[src/rtl/modulo_udc_pkg.sv]
// Shared encodings for the modulo up/down counter: direction and boundary-mode values.
package modulo_udc_pkg;

  localparam logic DIR_UP    = 1'b1;
  localparam logic DIR_DOWN  = 1'b0;
  localparam logic MODE_WRAP = 1'b0;
  localparam logic MODE_SAT  = 1'b1;

endpackage

[src/rtl/modulo_updown_counter_next_calc.sv]
// Combinational next-count calculator: one step up or down within [0, MAX_VAL],
// wrapping or saturating at the boundary, and flagging when the boundary is hit.
module udc_next_calc
  import modulo_udc_pkg::*;
#(
  parameter int                WIDTH   = 32,
  parameter logic [WIDTH-1:0]  MAX_VAL = '1,
  parameter logic [WIDTH-1:0]  STEP    = 1
) (
  input  logic [WIDTH-1:0] cnt,
  input  logic             ctrl,
  input  logic             mode,
  output logic [WIDTH-1:0] cnt_nxt,
  output logic             hit
);

  // One extra bit so cnt+STEP and MAX_VAL+1 never truncate at MAX_VAL = 2**WIDTH-1.
  localparam logic [WIDTH:0] MAX_E  = {1'b0, MAX_VAL};
  localparam logic [WIDTH:0] MOD_E  = MAX_E + 1'b1;
  localparam logic [WIDTH:0] STEP_E = {1'b0, STEP};

  logic [WIDTH:0] cnt_e;
  logic [WIDTH:0] up_sum;

  assign cnt_e  = {1'b0, cnt};
  assign up_sum = cnt_e + STEP_E;

  // NOTE: every output gets a default first so no path through the block can infer a latch.
  always_comb begin
    cnt_nxt = cnt;
    hit     = 1'b0;
    unique case (ctrl)
      DIR_UP: begin
        hit = (up_sum > MAX_E);
        if (!hit) begin
          cnt_nxt = WIDTH'(up_sum);
        end else begin
          case (mode)
            MODE_SAT: cnt_nxt = MAX_VAL;
            default:  cnt_nxt = WIDTH'(up_sum - MOD_E);
          endcase
        end
      end
      DIR_DOWN: begin
        hit = (cnt_e < STEP_E);
        if (!hit) begin
          cnt_nxt = WIDTH'(cnt_e - STEP_E);
        end else begin
          case (mode)
            MODE_WRAP: cnt_nxt = WIDTH'(cnt_e + (MOD_E - STEP_E));
            default:   cnt_nxt = '0;
          endcase
        end
      end
    endcase
  end

endmodule

[src/rtl/modulo_updown_counter.sv]
// Modulo up/down counter with wrap/saturate, load and terminal-count pulse.
// Define MODULO_UDC_OVF_EN to add the sticky ovf flag with its clr_ovf input.
module modulo_updown_counter
  import modulo_udc_pkg::*;
#(
  parameter int                WIDTH   = 32,
  parameter logic [WIDTH-1:0]  MAX_VAL = '1,
  parameter logic [WIDTH-1:0]  STEP    = 1
) (
  input  logic             clk,
  input  logic             rst_n,
  input  logic             en,
  input  logic             ctrl,
  input  logic             mode,
  input  logic             load,
  input  logic [WIDTH-1:0] load_val,
`ifdef MODULO_UDC_OVF_EN
  input  logic             clr_ovf,
  output logic             ovf,
`endif
  output logic [WIDTH-1:0] cnt,
  output logic             tc
);

  logic [WIDTH-1:0] cnt_d, cnt_q;
  logic             tc_d, tc_q;
  logic [WIDTH-1:0] step_cnt;
  logic             step_hit;

  udc_next_calc #(
    .WIDTH   (WIDTH),
    .MAX_VAL (MAX_VAL),
    .STEP    (STEP)
  ) u_next_calc (
    .cnt     (cnt_q),
    .ctrl    (ctrl),
    .mode    (mode),
    .cnt_nxt (step_cnt),
    .hit     (step_hit)
  );

  always_comb begin
    cnt_d = cnt_q;
    tc_d  = 1'b0;
    if (load) begin
      cnt_d = (load_val > MAX_VAL) ? MAX_VAL : load_val;
    end else if (en) begin
      cnt_d = step_cnt;
      tc_d  = step_hit;
    end
  end

  // NOTE: sequential state uses non-blocking assignments so all flops sample the same pre-edge values.
  always_ff @(posedge clk or negedge rst_n) begin
    if (!rst_n) begin
      cnt_q <= '0;
      tc_q  <= 1'b0;
    end else begin
      cnt_q <= cnt_d;
      tc_q  <= tc_d;
    end
  end

  assign cnt = cnt_q;
  assign tc  = tc_q;

`ifdef MODULO_UDC_OVF_EN
  logic ovf_d, ovf_q;

  // A boundary hit wins over a simultaneous clear.
  always_comb begin
    ovf_d = tc_d | (ovf_q & ~clr_ovf);
  end

  always_ff @(posedge clk or negedge rst_n) begin
    if (!rst_n) begin
      ovf_q <= 1'b0;
    end else begin
      ovf_q <= ovf_d;
    end
  end

  assign ovf = ovf_q;
`endif

endmodule

[config.mk]
export PLATFORM = sky130hd
export DESIGN_NAME = modulo_updown_counter
export DESIGN_NICKNAME = d
export VERILOG_FILES = /design/src/rtl/modulo_udc_pkg.sv /design/src/rtl/modulo_updown_counter_next_calc.sv /design/src/rtl/modulo_updown_counter.sv
export SDC_FILE = /design/constraint.sdc
export NUM_CORES = 1
export LEC_CHECK = 0
export ABC_AREA = 1
export BUFFER_PORTS_ARGS = -buffer_cell sky130_fd_sc_hd__buf_2
export CAP_MARGIN = 0
export CORE_ASPECT_RATIO = 0.8
export CORE_MARGIN = 2
export CORE_UTILIZATION = 55
export CTS_CLUSTER_SIZE = 14
export DETAILED_ROUTE_END_ITERATION = 7
export PLACE_DENSITY = 0.85
export REMOVE_ABC_BUFFERS = 1
export SLEW_MARGIN = 20
export SYNTH_ARGS = -nofsm -noshare
export SYNTH_HDL_FRONTEND = slang
export SYNTH_SLANG_ARGS = --single-unit
[constraint.sdc]
create_clock -name clk -period 6.55 [get_ports clk]
set_input_delay 1.965 -clock clk [delete_from_list [all_inputs] [get_ports clk]]
set_output_delay 1.965 -clock clk [all_outputs]
set_load 0.01 [all_outputs]
### After elaboration in Yosys (flattened, before gate mapping)

Cells that the tools add are included.

| cells by class | value |
|---|---|
| add/subtract/negate cells | 4 |
| order comparisons | 3 |
| muxes and demuxes | 11 |
| bitwise gates (word level) | 1 |
| reduce and logical (&&, ||, !) cells | 1 |

Operator list:

| kind | number |
|---|---|
| $mux 32 | 7 |
| $pmux 32 s2 | 1 |
| $sub 32x1->32 const B | 2 |
| $add 32x1->33 const B | 1 |
| $gt 33x32->1 const B | 1 |
| $add 32x32->32 const B | 1 |
| $gt 32x32->1 const B | 1 |
| $lt 32x1->1 const B | 1 |
| $mux 1 | 2 |
| $pmux 1 s2 | 1 |
| $reduce_bool 2->1 | 1 |
| $not 1->1 | 1 |

| storage, ports and cells | value |
|---|---|
| bits in registers | 33 |
| logic and storage cells | 22 |

### Longest topological paths before layout

| logic depth | value |
|---|---|
| depth in word-level cells | 7 |
| depth in mapped cells | 21 |
| mapped depth without buffers | 20 |

### By module

A second synthesis with hierarchy kept.

| unflattened totals | value |
|---|---|
| cells, all modules | 790 |
| area total of the unflattened synthesis | 4340.4 µm² |

By module, submodules not included:

| module | instances | cells each | area each (µm²) | seq. area each (µm²) |
|---|---|---|---|---|
| udc_next_calc | 1 | 611 | 2815.2 | 0.0 |
| modulo_updown_counter | 1 | 179 | 1525.2 | 825.8 |

### Worst setup path after synthesis

Ideal clock, no wire load.

| timing | value |
|---|---|
| path type | in2reg |
| from | input port load |
| to | register cnt_q[12], in the netlist cnt[12] |
| library setup time | 117 ps |
| arrival time | 2950 ps |
| required time | 6433 ps |
| setup slack | 3483 ps |
| stages on the path | 6 |
| buffers on the path | 2 |
| cells stage by stage | clkbuf_1 > nor2_1 > clkbuf_1 > nor2_1 > nand2_1 > nand2_1 |

| on the way | value |
|---|---|
| cells in the longest elaborated chain, start to end | 1 |

Ends and longest elaborated chain:

| what | line | text |
|---|---|---|
| from (decl) | modulo_updown_counter.sv:15 | `input logic load,` |
| $mux 32 / $reduce_bool 2->1 (equally long branches) | - |  |
| to (signal assigned) | modulo_updown_counter.sv:59 | `cnt_q <= cnt_d;` |
| to (decl) | modulo_updown_counter.sv:25 | `logic [WIDTH-1:0] cnt_d, cnt_q;` |

Several ways; a longest one is shown, not always the timed one.
A chain may end at the register's enable or synchronous reset.

### Worst setup path in the final report

| timing | value |
|---|---|
| from | input port ctrl |
| to | register cnt_q[20], in the netlist cnt[20] |

| on the way | value |
|---|---|
| cells in the longest elaborated chain, start to end | 4 |

Ends and longest elaborated chain:

| what | line | text |
|---|---|---|
| from (decl) | modulo_updown_counter.sv:13 | `input logic ctrl,` |
| $not 1->1 | - |  |
| $pmux 32 s2 (*) | modulo_updown_counter_next_calc.sv:32 | `unique case (ctrl)` |
| $mux 32 (*) | modulo_updown_counter.sv:47 | `end else if (en) begin` |
| $mux 32 (*) | modulo_updown_counter.sv:45 | `if (load) begin` |

Mark *: on every way between the ends. The rest lies on a longest branch, timed or not. The select of a mux whose other input is x is not followed.

==> impl_results.md <==
* # port buffers at 70
* Largest net degree at the start of global routing at 39
* FF+latch area at 825.8 µm²
* Die height at 83.11 µm
* Seq/Total Area, Yosys at 19.19%
* CTS H-tree depth at 2
* Max Clock Freq at 0.2587 GHz
* Post-Syn Area at 4303 µm²
* Starting Density at 57.39%
* First-pass GRT wire length at 21,350 µm
* Max clock buf depth at 2
* YS warnings at 0
* Unrepaired setup endpoints after global routing: false
* Cells after Synth at 818
* Lkg Pwr at between 2 and 3 nW
* Share of cells above drive strength 1 at 13.26%
* Routed via count at 4,916
* Post-route minimum period at 3865 ps
* Multi-input gate area at 2953 µm²
* Final Max Tran Viols at 0
* Nets@finish at 892
* Antenna violations before repair at 0
* Postcts setup bufs at 0
* Clock Skew at 8.567 ps
* Io pins at just over 70
* CTS tree: yes
* Flops & latches, synth at 33
* Worst Min Path Start: cnt[30]$_DFFE_PN0P_
* GRT Total Usage at a little under a third
* Arrival @ worst endpoint at between 4000 and 5000 ps
* Syn-to-layout area delta at 8.171%
* Post-synthesis average cell area at between 5 and 6 µm²
* Pre-antenna DRT Iters at 6
* Final period util at 59.01%
* 1st-iter DRT viols at between 400 and 500
* Hold Path Class: reg -> reg
* Headroom to the max-slew limit at a little under half
* Setup_tns at 0 ps
* Rows at 28
* Via density at approximately 5.1
* Worst setup startpoint: ctrl
* Core region area at 7497 µm²
* Antenna-violating nets left at 0
* Ant diodes at 0
* CP max FO at 34
* VDD IR max at 0.09583 mV
* Kind of critical path: in -> reg
* Final GP Congestion at around 1.0
* Hold_buf cts at 0
* Die width at ~100 µm
* # setup viols final at 0
* Post-Place Worst Slack at roughly 2400 ps
* Grt total ovfl at 0
* Reg-to-reg endpoint: cnt[20]$_DFFE_PN0P_
* Post-synthesis cell type count at 34
* Clock latency on the worst-skew pair at 290 ps
* Post-cts resize count at 0
* FF-to-FF Start: cnt[0]$_DFFE_PN0P_
* WL/cell at around 13 µm
* Required time of the critical path at 6730 ps
* CP Capture Point: cnt[20]$_DFFE_PN0P_
* Num CTS Buffers at 5
* PwrDens at 171.7 nW/µm²
* R2R setup slack at 2930 ps
* Post-DP HPWL at 9664 µm
* Worst slew pin tran at 786.5 ps
* Number of max-cap violations at 0
* DRC viols at 0
* CTS root buffer: clkbuf_8
* Clk sinks at 33
* Setup crit start kind: primary input
* Status: finished, final reports clean
* Die area at 8551 µm²
* Final worst slack at around 2700 ps
* FF-to-FF path depth at 13
* Hold Vio Cnt, Final at 0
* Clk slew on worst S/H paths at 70 ps
* CP Capture Type: flip-flop
* Filler Cell Count at a little over 800
* DRT Wirelength at between 10,000 and 15,000 µm
* Number of global-route vias before repair at 4,303
==> metrics by stage <==
step           hold WS (ps)  area, µm²  power (mW)  instances  util (%)
6_report              564.9       4654      0.7989        957     62.08
5_1_grt               636.7       4654      0.8663        957     62.08
4_1_cts               571.5       4654      0.7945        957     62.08
3_5_place_dp          550.9       4553      0.6142        949     60.73
3_3_place_gp          545.0       4553      0.6116        949     60.73
2_1_floorplan         570.9       4056      0.5032        773         -
==> synth_stat cells, drive strengths merged <==
cell type	number	area share, %
o31ai	1	0.17
ha	3	0.87
o21ai	14	1.6
nor3	9	1.3
buf	33	4.7
nand2	343	30
clkbuf	12	1.0
nand3	36	4.2
a31oi	3	0.44
clkinv	1	0.087
a22oi	1	0.17
and2	2	0.29
xor2	27	5.5
or2	1	0.15
dfrtp	33	19
nor4b	1	0.20
nand3b	2	0.35
xnor2	2	0.41
a21oi	19	2.2
nand4	15	2.2
nor4	6	1.0
o21bai	2	0.35
inv	75	6.5
nor2	177	17
==> state kept, by name, indices dropped and copies added (netlist names) <==
register  cells
cnt          32
tc            1
==> cells in the final DEF, fill, tap and decap left out <==
cell and count:
nand2_1 336, buf_2 70, nand3_1 36, inv_1 69
and2_1 2, o21ai_0 8, a22oi_1 1, clkbuf_8 7
o21bai_1 2, clkinv_2 1, inv_2 6, nor2_1 160
a31oi_1 3, nor4_2 1, clkinv_1 1, o31ai_1 1
xnor2_1 2, a21oi_1 19, or2_2 1, buf_4 1
ha_1 3, nor4_1 5, nor2_4 4, dfrtp_1 33
nor2_2 13, nand2_2 7, nor4b_1 1, nand3b_1 2
nor3_1 7, xor2_1 27, nand4_1 15, nor3_2 2
o21ai_1 6
==> worst min-delay path by stage <==
stage / cells past startpoint / end / slack [ps]
after global placement: 2 / cnt[30]$_DFFE_PN0P_ / 550
after global routing: 2 / cnt[30]$_DFFE_PN0P_ / 640
final: 2 / cnt[30]$_DFFE_PN0P_ / 560
after detailed placement: 2 / cnt[30]$_DFFE_PN0P_ / 550
after CTS: 2 / cnt[30]$_DFFE_PN0P_ / 570
after floorplan: 2 / cnt[30]$_DFFE_PN0P_ / 570
==> power breakdown <==
| group | switching [mW] | internal, mW | total, mW | leakage (nW) |
|---|---|---|---|---|
| sequential | 0.0734 | 0.229 | 0.303 | 0.392 |
| combinational | 0.204 | 0.112 | 0.316 | 2.07 |
| clock | 0.0847 | 0.0952 | 0.180 | 0.0542 |
==> per-layer routing <==
| metal | global-route usage, % | vias to the layer above | wire length (µm) |
|---|---|---|---|
| li1 | - | 2558 | - |
| met1 | 48.01 | 2135 | 6317 |
| met2 | 45.22 | 211 | 5311 |
| met3 | 5.556 | 12 | 1057 |
| met4 | 4.187 | 0 | 118 |
| met5 | 0 | - | 0 |
==> kinds of logic (layout without fill, tap and decap cells) <==
family	Yosys count	after routing	synth area share, %
XOR/XNOR	29	29	5.903
adder cells (fa/ha/maj)	3	3	0.8724
flip-flops	33	33	19.19
AND/OR/NAND/NOR	592	592	56.70
buffers and inverters	121	155	12.36
AO/OA/AOI/OAI	40	40	4.972
==> worst max-delay path: stages <==
cell     delay [ps]
buf_2           510
inv_1           150
nand2_1         410
inv_1           500
a31oi_1         300
nand2_1          90
nand2_1          60
nand2_1          40
==> area by class of cell <==
class | instances | share of cell area, %
Multi-Input combinational cell | 664 | 63.44
Sequential cell | 33 | 17.74
Timing Repair Buffer | 71 | 7.688
Inverter | 76 | 6.129
Tap cell | 105 | 2.823
Clock buffer | 7 | 2.070
Clock inverter | 1 | 0.1075
Power figures use the tool's default switching activity.
